**src/rtl/mips_cpu_harvard_lsu_if.sv**
```systemverilog
// Bundle of the CPU-side request/response signals and the Harvard
// data-memory port seen by the load/store unit.
//   slave  : the load/store unit's view (takes CPU requests, drives memory)
//   master : the environment's view (CPU datapath plus data memory)
interface mips_cpu_harvard_lsu_if;
  logic [31:0] cpu_address;
  logic        cpu_read;
  logic        cpu_write;
  logic [1:0]  cpu_size;
  logic        cpu_signed;
  logic [31:0] cpu_writedata;
  logic [31:0] cpu_readdata;
  logic        cpu_done;
  logic        cpu_fault;
  logic [31:0] data_address;
  logic        data_read;
  logic        data_write;
  logic [31:0] data_writedata;
  logic [31:0] data_readdata;

  modport slave (
    input  cpu_address, cpu_read, cpu_write, cpu_size, cpu_signed, cpu_writedata,
    output cpu_readdata, cpu_done, cpu_fault,
    output data_address, data_read, data_write, data_writedata,
    input  data_readdata
  );

  modport master (
    output cpu_address, cpu_read, cpu_write, cpu_size, cpu_signed, cpu_writedata,
    input  cpu_readdata, cpu_done, cpu_fault,
    input  data_address, data_read, data_write, data_writedata,
    output data_readdata
  );
endinterface

```
**src/rtl/mips_cpu_harvard_lsu.sv**
```systemverilog
// Load/store unit between the CPU datapath and the Harvard data-memory port.
// Turns byte/halfword/word accesses into aligned 32-bit word accesses,
// using read-modify-write for sub-word stores and sign/zero extension for
// sub-word loads. Byte order is big-endian.
// Optional feature macro: MIPS_LSU_ALIGN_CHECK_EN -- when defined, misaligned,
// illegal-size and read+write requests are rejected with cpu_fault and never
// touch memory; when undefined, cpu_fault stays 0 and such requests are
// folded onto legal accesses.
module mips_cpu_harvard_lsu (
  input  logic                  clk,
  input  logic                  rst_n,
  mips_cpu_harvard_lsu_if.slave bus
);

  typedef enum logic [1:0] {IDLE, RD, WR, RESP} state_e;

  state_e      state_q;
  logic [1:0]  lane_q;
  logic [1:0]  size_q;
  logic        signed_q;
  logic        isLoad_q;
  logic [31:0] wdata_q;

  logic [31:0] cpuReaddata_q;
  logic        cpuDone_q;
  logic        cpuFault_q;
  logic [31:0] dataAddress_q;
  logic        dataRead_q;
  logic        dataWrite_q;
  logic [31:0] dataWritedata_q;

  logic        reqFault;
  logic        reqLoad;
  logic        reqWord;

  // Pick the addressed byte/half out of a big-endian word and extend it
  function automatic logic [31:0] extractLoad(input logic [31:0] word,
                                              input logic [1:0]  lane,
                                              input logic [1:0]  size,
                                              input logic        sgn);
    logic [7:0]  b;
    logic [15:0] h;
    logic [31:0] res;
    case (lane)
      2'd0:    b = word[31:24];
      2'd1:    b = word[23:16];
      2'd2:    b = word[15:8];
      default: b = word[7:0];
    endcase
    h = lane[1] ? word[15:0] : word[31:16];
    case (size)
      2'b00:   res = sgn ? {{24{b[7]}}, b} : {24'd0, b};
      2'b01:   res = sgn ? {{16{h[15]}}, h} : {16'd0, h};
      default: res = word;
    endcase
    return res;
  endfunction

  // Replace the addressed lane of the fetched word with right-justified store data
  function automatic logic [31:0] mergeStore(input logic [31:0] word,
                                             input logic [31:0] wdata,
                                             input logic [1:0]  lane,
                                             input logic [1:0]  size);
    logic [31:0] res;
    res = word;
    case (size)
      2'b00: begin
        case (lane)
          2'd0:    res[31:24] = wdata[7:0];
          2'd1:    res[23:16] = wdata[7:0];
          2'd2:    res[15:8]  = wdata[7:0];
          default: res[7:0]   = wdata[7:0];
        endcase
      end
      2'b01: begin
        if (lane[1]) res[15:0]  = wdata[15:0];
        else         res[31:16] = wdata[15:0];
      end
      default: res = wdata;
    endcase
    return res;
  endfunction

  // Classify the incoming request: rejected, load, or whole-word access
  always_comb begin
    reqFault = 1'b0;
`ifdef MIPS_LSU_ALIGN_CHECK_EN
    reqFault = (bus.cpu_size == 2'b11) ||
               ((bus.cpu_size == 2'b01) && bus.cpu_address[0]) ||
               ((bus.cpu_size == 2'b10) && (bus.cpu_address[1:0] != 2'b00)) ||
               (bus.cpu_read && bus.cpu_write);
`endif
    reqLoad = bus.cpu_read;
    reqWord = bus.cpu_size[1];
  end

  // Access sequencer: latches the request in IDLE and walks RD/WR/RESP with registered outputs
  always_ff @(posedge clk or negedge rst_n) begin
    if (!rst_n) begin
      state_q         <= IDLE;
      lane_q          <= 2'd0;
      size_q          <= 2'd0;
      signed_q        <= 1'b0;
      isLoad_q        <= 1'b0;
      wdata_q         <= 32'd0;
      cpuReaddata_q   <= 32'd0;
      cpuDone_q       <= 1'b0;
      cpuFault_q      <= 1'b0;
      dataAddress_q   <= 32'd0;
      dataRead_q      <= 1'b0;
      dataWrite_q     <= 1'b0;
      dataWritedata_q <= 32'd0;
    end else begin
      case (state_q)
        IDLE: begin
          if (bus.cpu_read || bus.cpu_write) begin
            lane_q   <= bus.cpu_address[1:0];
            size_q   <= bus.cpu_size;
            signed_q <= bus.cpu_signed;
            isLoad_q <= reqLoad;
            wdata_q  <= bus.cpu_writedata;
            if (reqFault) begin
              state_q       <= RESP;
              cpuDone_q     <= 1'b1;
              cpuFault_q    <= 1'b1;
              cpuReaddata_q <= 32'd0;
            end else if (reqLoad || !reqWord) begin
              state_q       <= RD;
              dataRead_q    <= 1'b1;
              dataAddress_q <= {bus.cpu_address[31:2], 2'b00};
            end else begin
              state_q         <= WR;
              dataWrite_q     <= 1'b1;
              dataAddress_q   <= {bus.cpu_address[31:2], 2'b00};
              dataWritedata_q <= bus.cpu_writedata;
            end
          end
        end
        RD: begin
          dataRead_q <= 1'b0;
          if (isLoad_q) begin
            state_q       <= RESP;
            cpuDone_q     <= 1'b1;
            cpuFault_q    <= 1'b0;
            cpuReaddata_q <= extractLoad(bus.data_readdata, lane_q, size_q, signed_q);
          end else begin
            state_q         <= WR;
            dataWrite_q     <= 1'b1;
            dataWritedata_q <= mergeStore(bus.data_readdata, wdata_q, lane_q, size_q);
          end
        end
        WR: begin
          state_q       <= RESP;
          dataWrite_q   <= 1'b0;
          cpuDone_q     <= 1'b1;
          cpuFault_q    <= 1'b0;
          cpuReaddata_q <= 32'd0;
        end
        default: begin
          state_q       <= IDLE;
          cpuDone_q     <= 1'b0;
          cpuFault_q    <= 1'b0;
          cpuReaddata_q <= 32'd0;
        end
      endcase
    end
  end

  assign bus.cpu_readdata   = cpuReaddata_q;
  assign bus.cpu_done       = cpuDone_q;
  assign bus.cpu_fault      = cpuFault_q;
  assign bus.data_address   = dataAddress_q;
  assign bus.data_read      = dataRead_q;
  assign bus.data_write     = dataWrite_q;
  assign bus.data_writedata = dataWritedata_q;

endmodule

```
**src/flat_wrapper.sv**
```systemverilog
// flat-port wrapper written by rule: the top's interface ports become plain ports
module mips_cpu_harvard_lsu_flat 
  (clk, rst_n, bus_cpu_address, bus_cpu_read, bus_cpu_write, bus_cpu_size, bus_cpu_signed, bus_cpu_writedata, bus_cpu_readdata, bus_cpu_done, bus_cpu_fault, bus_data_address, bus_data_read, bus_data_write, bus_data_writedata, bus_data_readdata);
  mips_cpu_harvard_lsu_if bus_i ();
  input  logic clk;
  input  logic rst_n;
  input wire logic [$bits(bus_i.cpu_address)-1:0] bus_cpu_address;
  input wire logic [$bits(bus_i.cpu_read)-1:0] bus_cpu_read;
  input wire logic [$bits(bus_i.cpu_write)-1:0] bus_cpu_write;
  input wire logic [$bits(bus_i.cpu_size)-1:0] bus_cpu_size;
  input wire logic [$bits(bus_i.cpu_signed)-1:0] bus_cpu_signed;
  input wire logic [$bits(bus_i.cpu_writedata)-1:0] bus_cpu_writedata;
  output wire logic [$bits(bus_i.cpu_readdata)-1:0] bus_cpu_readdata;
  output wire logic [$bits(bus_i.cpu_done)-1:0] bus_cpu_done;
  output wire logic [$bits(bus_i.cpu_fault)-1:0] bus_cpu_fault;
  output wire logic [$bits(bus_i.data_address)-1:0] bus_data_address;
  output wire logic [$bits(bus_i.data_read)-1:0] bus_data_read;
  output wire logic [$bits(bus_i.data_write)-1:0] bus_data_write;
  output wire logic [$bits(bus_i.data_writedata)-1:0] bus_data_writedata;
  input wire logic [$bits(bus_i.data_readdata)-1:0] bus_data_readdata;
  assign bus_i.cpu_address = bus_cpu_address;
  assign bus_i.cpu_read = bus_cpu_read;
  assign bus_i.cpu_write = bus_cpu_write;
  assign bus_i.cpu_size = bus_cpu_size;
  assign bus_i.cpu_signed = bus_cpu_signed;
  assign bus_i.cpu_writedata = bus_cpu_writedata;
  assign bus_cpu_readdata = bus_i.cpu_readdata;
  assign bus_cpu_done = bus_i.cpu_done;
  assign bus_cpu_fault = bus_i.cpu_fault;
  assign bus_data_address = bus_i.data_address;
  assign bus_data_read = bus_i.data_read;
  assign bus_data_write = bus_i.data_write;
  assign bus_data_writedata = bus_i.data_writedata;
  assign bus_i.data_readdata = bus_data_readdata;
  mips_cpu_harvard_lsu u_core (.clk(clk), .rst_n(rst_n), .bus(bus_i));
endmodule
```
**config.mk**
```make
export PLATFORM = sky130hd
export DESIGN_NAME = mips_cpu_harvard_lsu_flat
export DESIGN_NICKNAME = d
export VERILOG_FILES = /design/src/rtl/mips_cpu_harvard_lsu_if.sv /design/src/rtl/mips_cpu_harvard_lsu.sv /design/src/flat_wrapper.sv
export SDC_FILE = /design/constraint.sdc
export NUM_CORES = 1
export LEC_CHECK = 0
export BUFFER_PORTS_ARGS = -buffer_cell sky130_fd_sc_hd__buf_2
export CAP_MARGIN = 30
export CORE_MARGIN = 10
export CORE_UTILIZATION = 48
export CTS_CLUSTER_DIAMETER = 150
export DETAILED_ROUTE_END_ITERATION = 10
export PLACE_DENSITY = 0.77
export RECOVER_POWER = 50
export SYNTH_ARGS = -nofsm -noshare
export SYNTH_HDL_FRONTEND = slang
export SYNTH_SLANG_ARGS = --single-unit
```
**constraint.sdc**
```tcl
create_clock -name clk -period 1.95 [get_ports clk]
set_input_delay 0.39 -clock clk [delete_from_list [all_inputs] [get_ports clk]]
set_output_delay 0.39 -clock clk [all_outputs]
set_load 0.01 [all_outputs]
```
Word-level counts from Yosys, hierarchy flattened:

Index checks and enable logic that the tools add are counted.

* register bits after elaboration: 138
* input bits: 103
* output and inout bits: 100

* eq/ne operators: 10
* mux-type cells: 33
* bitwise operators: 1
* reduce and logical (&&, ||, !) cells: 14

Operator list (count)
* case mux 32 bit (2 select lines): 4
* 2-to-1 mux 32 bit: 6
* 2-to-1 mux 16 bit: 3
* 2-to-1 mux 8 bit: 4
* case mux 8 bit (3 select lines): 1
* 2-to-1 mux 1 bit: 8
* AND reduction 4 bit: 2
* equality test 2 x 1 -> 1 bit, second input constant: 3
* zero test 2 bit: 3
* != test 2 x 1 -> 1 bit, second input constant: 3
* case mux 1 bit (3 select lines): 2
* case mux 2 bit (3 select lines): 1
* equality test 2 bit, second input constant: 2
* 2-to-1 mux 2 bit: 2
* != test 2 bit, second input constant: 2
* case mux 1 bit (2 select lines): 2
* AND reduction 2 bit: 2
* AND reduction 3 bit: 1
* nonzero test 3 bit: 1
* OR reduction 3 bit: 1
* logical OR 1 bit: 2
* nonzero test 2 bit: 1
* zero test 1 bit: 1
* inverter 1 bit: 1

Longest topological paths before layout:

* depth after elaboration: 6
* mapped depth: 8
* depth with buffers taken out: 6

Worst setup path before layout:

Ideal clock, no wire load.

* path kind: register to register
* start point: register u_core.state_q[0]
* end point: register u_core.wdata_q[24]
* slack: 0.050 ns
* cell stages (with the launch flop): 8
* setup time: 0.125 ns
* required time: 1.825 ns
* arrival: 1.775 ns
* path buffers: 3
* cells stage by stage: dfrtp_1 > inv_1 > ha_1 > clkbuf_1 > o21ai_1 > buf_2 > buf_2 > mux2_2

* longest elaborated chain between the ends: 2

Ends and longest elaborated chain
* start: declaration: RTL line mips_cpu_harvard_lsu.sv:17 `state_e state_q;`
* start signal: assignment: RTL line mips_cpu_harvard_lsu.sv:100 `state_q <= IDLE;`
* start signal: assignment: RTL line mips_cpu_harvard_lsu.sv:123 `state_q <= RESP;`
* start signal: assignment: RTL line mips_cpu_harvard_lsu.sv:128 `state_q <= RD;`
* zero test 2 bit: RTL line mips_cpu_harvard_lsu.sv:114 `case (state_q)`
* AND reduction 2 bit (no source line)
* end signal: assignment: RTL line mips_cpu_harvard_lsu.sv:121 `wdata_q <= bus.cpu_writedata;`
* end: declaration: RTL line mips_cpu_harvard_lsu.sv:22 `logic [31:0] wdata_q;`

Every way passes these cells.
A chain may end at the register's enable or synchronous reset.

Final worst setup path:

* start point: register u_core.state_q[0]
* end point: register u_core.dataWritedata_q[10] (netlist: u_core.bus.data_writedata[10])

* longest elaborated chain between the ends: 3
* elaborated cells on any way between the ends: 8
* classes of those cells: 4 x eq/ne; 1 x mux; 3 x reduce/logical

Ends and longest elaborated chain
* equality test 2 x 1 -> 1 bit / zero test 2 bit (equally long branches): RTL line mips_cpu_harvard_lsu.sv:114
* != test 2 bit (no source line) (tied with other cells)
* AND reduction 4 bit (no source line)
* end signal: assignment: RTL line mips_cpu_harvard_lsu.sv:135 `dataWritedata_q <= bus.cpu_writedata;`
* end signal: assignment: RTL line mips_cpu_harvard_lsu.sv:149 `dataWritedata_q <= mergeStore(bus.data_readdata, wdata_q, lane_q, size_q);`
* end: declaration: RTL line mips_cpu_harvard_lsu.sv:30 `logic [31:0] dataWritedata_q;`

Parallel ways exist; a longest one is shown, timed or not.

==> reports/metrics.cfg <==
[worst_setup_path]
worst-path-buf-inv = 3
worst_setup_path_end_kind = flop
timing.rr.end = u_core.bus.data_writedata[10]
critical_path_class = reg -> reg
crit_path_start_kind = flop
crit_path_cell_trace = inv_1 > ha_2 > buf_4 > nor2_1 > a211oi_4 > buf_4 > o21ai_0 > o21ai_1
rr_worst_depth = 8
r2r_start = u_core.state_q[0]
critPathMostFrequentCell = buf_4
path_max_fanout = 9
r2r_slack_ps = 80
slowest_stage = dfrtp_1
slowest_delay_ps = 410
path_delay_family = compound AO/OA/AOI/OAI gates
required_ps = 2300
crit_arrival_ps = 2210

[synthesis]
async_reset_ff_frac = 1.00
synth_cells = 677
synth_area_sq_um = 7210
synth_edf_count = 0
ys_seq_elements = 137
synth.avg_cell_area_sq_um = 10.6
yosysUniqueCellTypes = 54
dominantRegCellSynth = dfrtp_1
ys_seq_area_frac = 0.476
ys_warn_count = 0

[drt]
routed_wl_um = 23100
vias_per_cell = 5.91
dr_total_vias = 6374
ant_nets = 0
wl_per_cell_um = 21.4
dr.pass1.iters = 5
drc = 0
drtIter0Drc = 651

[global_route]
grt_pass1_vias = 6426
grtUsageTotal = 0.224
grt_max_degree = 50
gr-total-overflow = 0
grt_pass1_wl_um = 35800
antenna_found_initial = 3

[timing]
finalClockSkew_ps = 12.2
maxSlewHeadroom = 0.472
drv_slew = 0
hold_viol_final = 0
clock.fmax_ghz = 0.536
min_period_over_period = 0.957
rsz0062_at_grt = false
timing.final.crit_period_ps = 1870
fin_ws_ps = 83.2
setup_viol = 0
worst_pin_slew_ps = 792

[power_and_ir_drop]
ir_drop_mv = 0.932
powerDensity_nw_per_um2 = 1860
p_leak_nw = 4.11

[placed_design]
pre_cts_ws_ps = -45.7
post-dp-hpwl_um = 17300
place.gp.congestion = 0.909
dp.cells = 1041
io_buffers = 199

[clocking]
htreeDepth = 4
clockRootBuffer = clkbuf_16
cts.sinks = 137
clk_pin_slew_worst_paths_ps = 60
worst_skew_pair.late_latency_ps = 430
cts_made_buffers = 17
clock_path_buffers = 2
cts_tree = built

[flow_run]
drv_cap = 0

[final_layout]
area_delta_synth_final_pct = 27.1
finalNetCount = 988
drive_above_1_share = 0.368
layout.cells.non_filler = 1078

[min_path]
hold_depth = 2
holdCritStartpoint = bus_cpu_address[23]
min_path_type = in -> reg
worstHoldEndpoint = u_core.bus.data_address[23]

[floorplanning]
num_rows = 44
die_y_um = 143
die_x_um = 143
initial_core_util = 0.492
core_sq_um = 14600
dieArea_sq_um = 20300
io_pins = 203

[status]
status = completed

[metal layers]
metal  GRT usage  routed length [um]  up-vias
met4      0.0689                 486        6
met5           0                  33        -
met3      0.0951                2610       44
met1       0.287                9400     3100
li1            -                   -     2884
met2       0.338               10600      340
[worst reg2reg max path, delay by kind of cell, from the launching register on]
family,cells,cell delay (ps)
flip-flops,1,410
adder cells (fa/ha/maj),1,220
AND/OR/NAND/NOR,1,80
AO/OA/AOI/OAI,3,600
buffers and inverters,3,490
[power by group]
group,switching (mW),internal (mW),total [mW]
sequential,1.02,4.23,5.24
clock,1.29,2.05,3.34
combinational,4.73,3.75,8.47
[stage by stage]
| stage | setup TNS [ps] | cell area [sq um] | total power [mW] | hold slack [ps] | util |
|---|---|---|---|---|---|
| 5_1_grt | 0 | 9160 | 18.2 | 179 | 0.626 |
| 3_5_place_dp | -608 | 8540 | 13.7 | 372 | 0.583 |
| 3_3_place_gp | 0 | 8540 | 13.5 | 368 | 0.583 |
| 6_report | 0 | 9170 | 17.1 | 190 | 0.626 |
| 2_1_floorplan | 0 | 7220 | 10.6 | 94.4 | - |
| 4_1_cts | 0 | 9190 | 17.1 | 178 | 0.627 |
[cells in the mapped netlist, types with 2 or more instances]
master,count,area share
dfrtp_1,137,0.48
nand2_1,89,0.046
mux2_2,87,0.14
o21ai_1,37,0.026
o21ai_0,36,0.025
clkbuf_1,35,0.018
mux2i_1,31,0.043
o211ai_1,22,0.023
inv_1,21,0.011
a21oi_1,17,0.012
a221o_1,16,0.022
nand3b_1,11,0.011
nor2_1,11,0.0057
buf_2,10,0.0069
nor2b_1,10,0.0087
o31ai_1,10,0.010
a32oi_1,8,0.0097
o2111a_1,8,0.012
a21boi_0,7,0.0073
o22ai_1,7,0.0061
a311oi_1,6,0.0073
buf_4,5,0.0052
buf_6,5,0.0078
ha_1,5,0.0087
nor4b_1,5,0.0061
and2_1,4,0.0035
nand2b_1,4,0.0035
a21o_1,3,0.0031
a221oi_1,3,0.0036
mux2_1,2,0.0031
nor3_1,2,0.0014
[cells by family (layout without fill, tap and decap cells)]
| kind of cell | after synthesis | count (layout) | share of synthesized area |
|---|---|---|---|
| mux | 121 | 121 | 0.184 |
| compound gates | 193 | 193 | 0.188 |
| fa+ha+maj | 5 | 5 | 0.00868 |
| simple gates | 143 | 143 | 0.0934 |
| other cells | 1 | 4 | 0.000520 |
| flops | 137 | 137 | 0.476 |
| buf+inv | 77 | 291 | 0.0496 |
[flip-flops by register name, summed over array words and instances, names as in the netlist]
register                   flops
u_core.isLoad_q                1
u_core.wdata_q                32
u_core.bus.data_read           1
u_core.bus.data_address       30
u_core.bus.cpu_done            1
u_core.bus.data_writedata     32
u_core.state_q                 2
u_core.lane_q                  2
u_core.bus.cpu_readdata       32
u_core.signed_q                1
u_core.bus.data_write          1
u_core.size_q                  2
[layout by cell type (no fill, tap or decap), types with 4 or more instances in the layout]
cell and instances:
a21boi_0 7, nor2b_1 9, a32oi_1 8, o31ai_1 10, clkbuf_1 48, buf_4 26
a311oi_1 6, a21oi_1 17, nor2_1 11, o2111a_1 8, a221o_1 16, o21ai_1 36
and2_1 4, inv_1 20, clkbuf_16 17, nand3b_1 11, mux2_2 87, clkinvlp_4 5
dfrtp_1 137, buf_2 150, clkinv_4 4, mux2i_1 31, o21ai_0 36, o22ai_1 7
buf_12 6, nand2_1 87, o211ai_1 22
[area by class of cell]
cell class | instances | area [sq um]
inverter | 22 | 86.3
tap | 184 | 230
multi-input combinational | 465 | 3500
fill | 1236 | 5480
antenna | 1 | 2.50
clock inverter | 14 | 174
sequential | 137 | 3430
clock buffer | 18 | 439
timing repair buffer | 237 | 1310
[how the worst max path moves through the flow]
stage,endpoint,cells past startpoint,slack [ps],startpoint
3_5_place_dp,u_core.bus.cpu_readdata[18],5,-50,u_core.state_q[0]
4_1_cts,u_core.bus.cpu_readdata[7],7,5,u_core.state_q[0]
6_report,u_core.bus.data_writedata[10],8,80,u_core.state_q[0]
2_1_floorplan,u_core.wdata_q[24],7,50,u_core.state_q[0]
5_1_grt,u_core.bus.data_writedata[25],8,3,u_core.state_q[0]
3_3_place_gp,u_core.bus.cpu_readdata[20],5,10,u_core.state_q[0]
[repair_timing]
item                                    4_1_cts  5_1_grt
hold endpoints to repair                     46        0
pin swaps                                     1        1
endpoints found under the setup margin       23       99
gates resized for setup                       1       15
gates cloned                                  0        0
hold buffers                                  1        0
setup buffers                                 2        1
No activity file was read; power rests on OpenSTA's default activity.
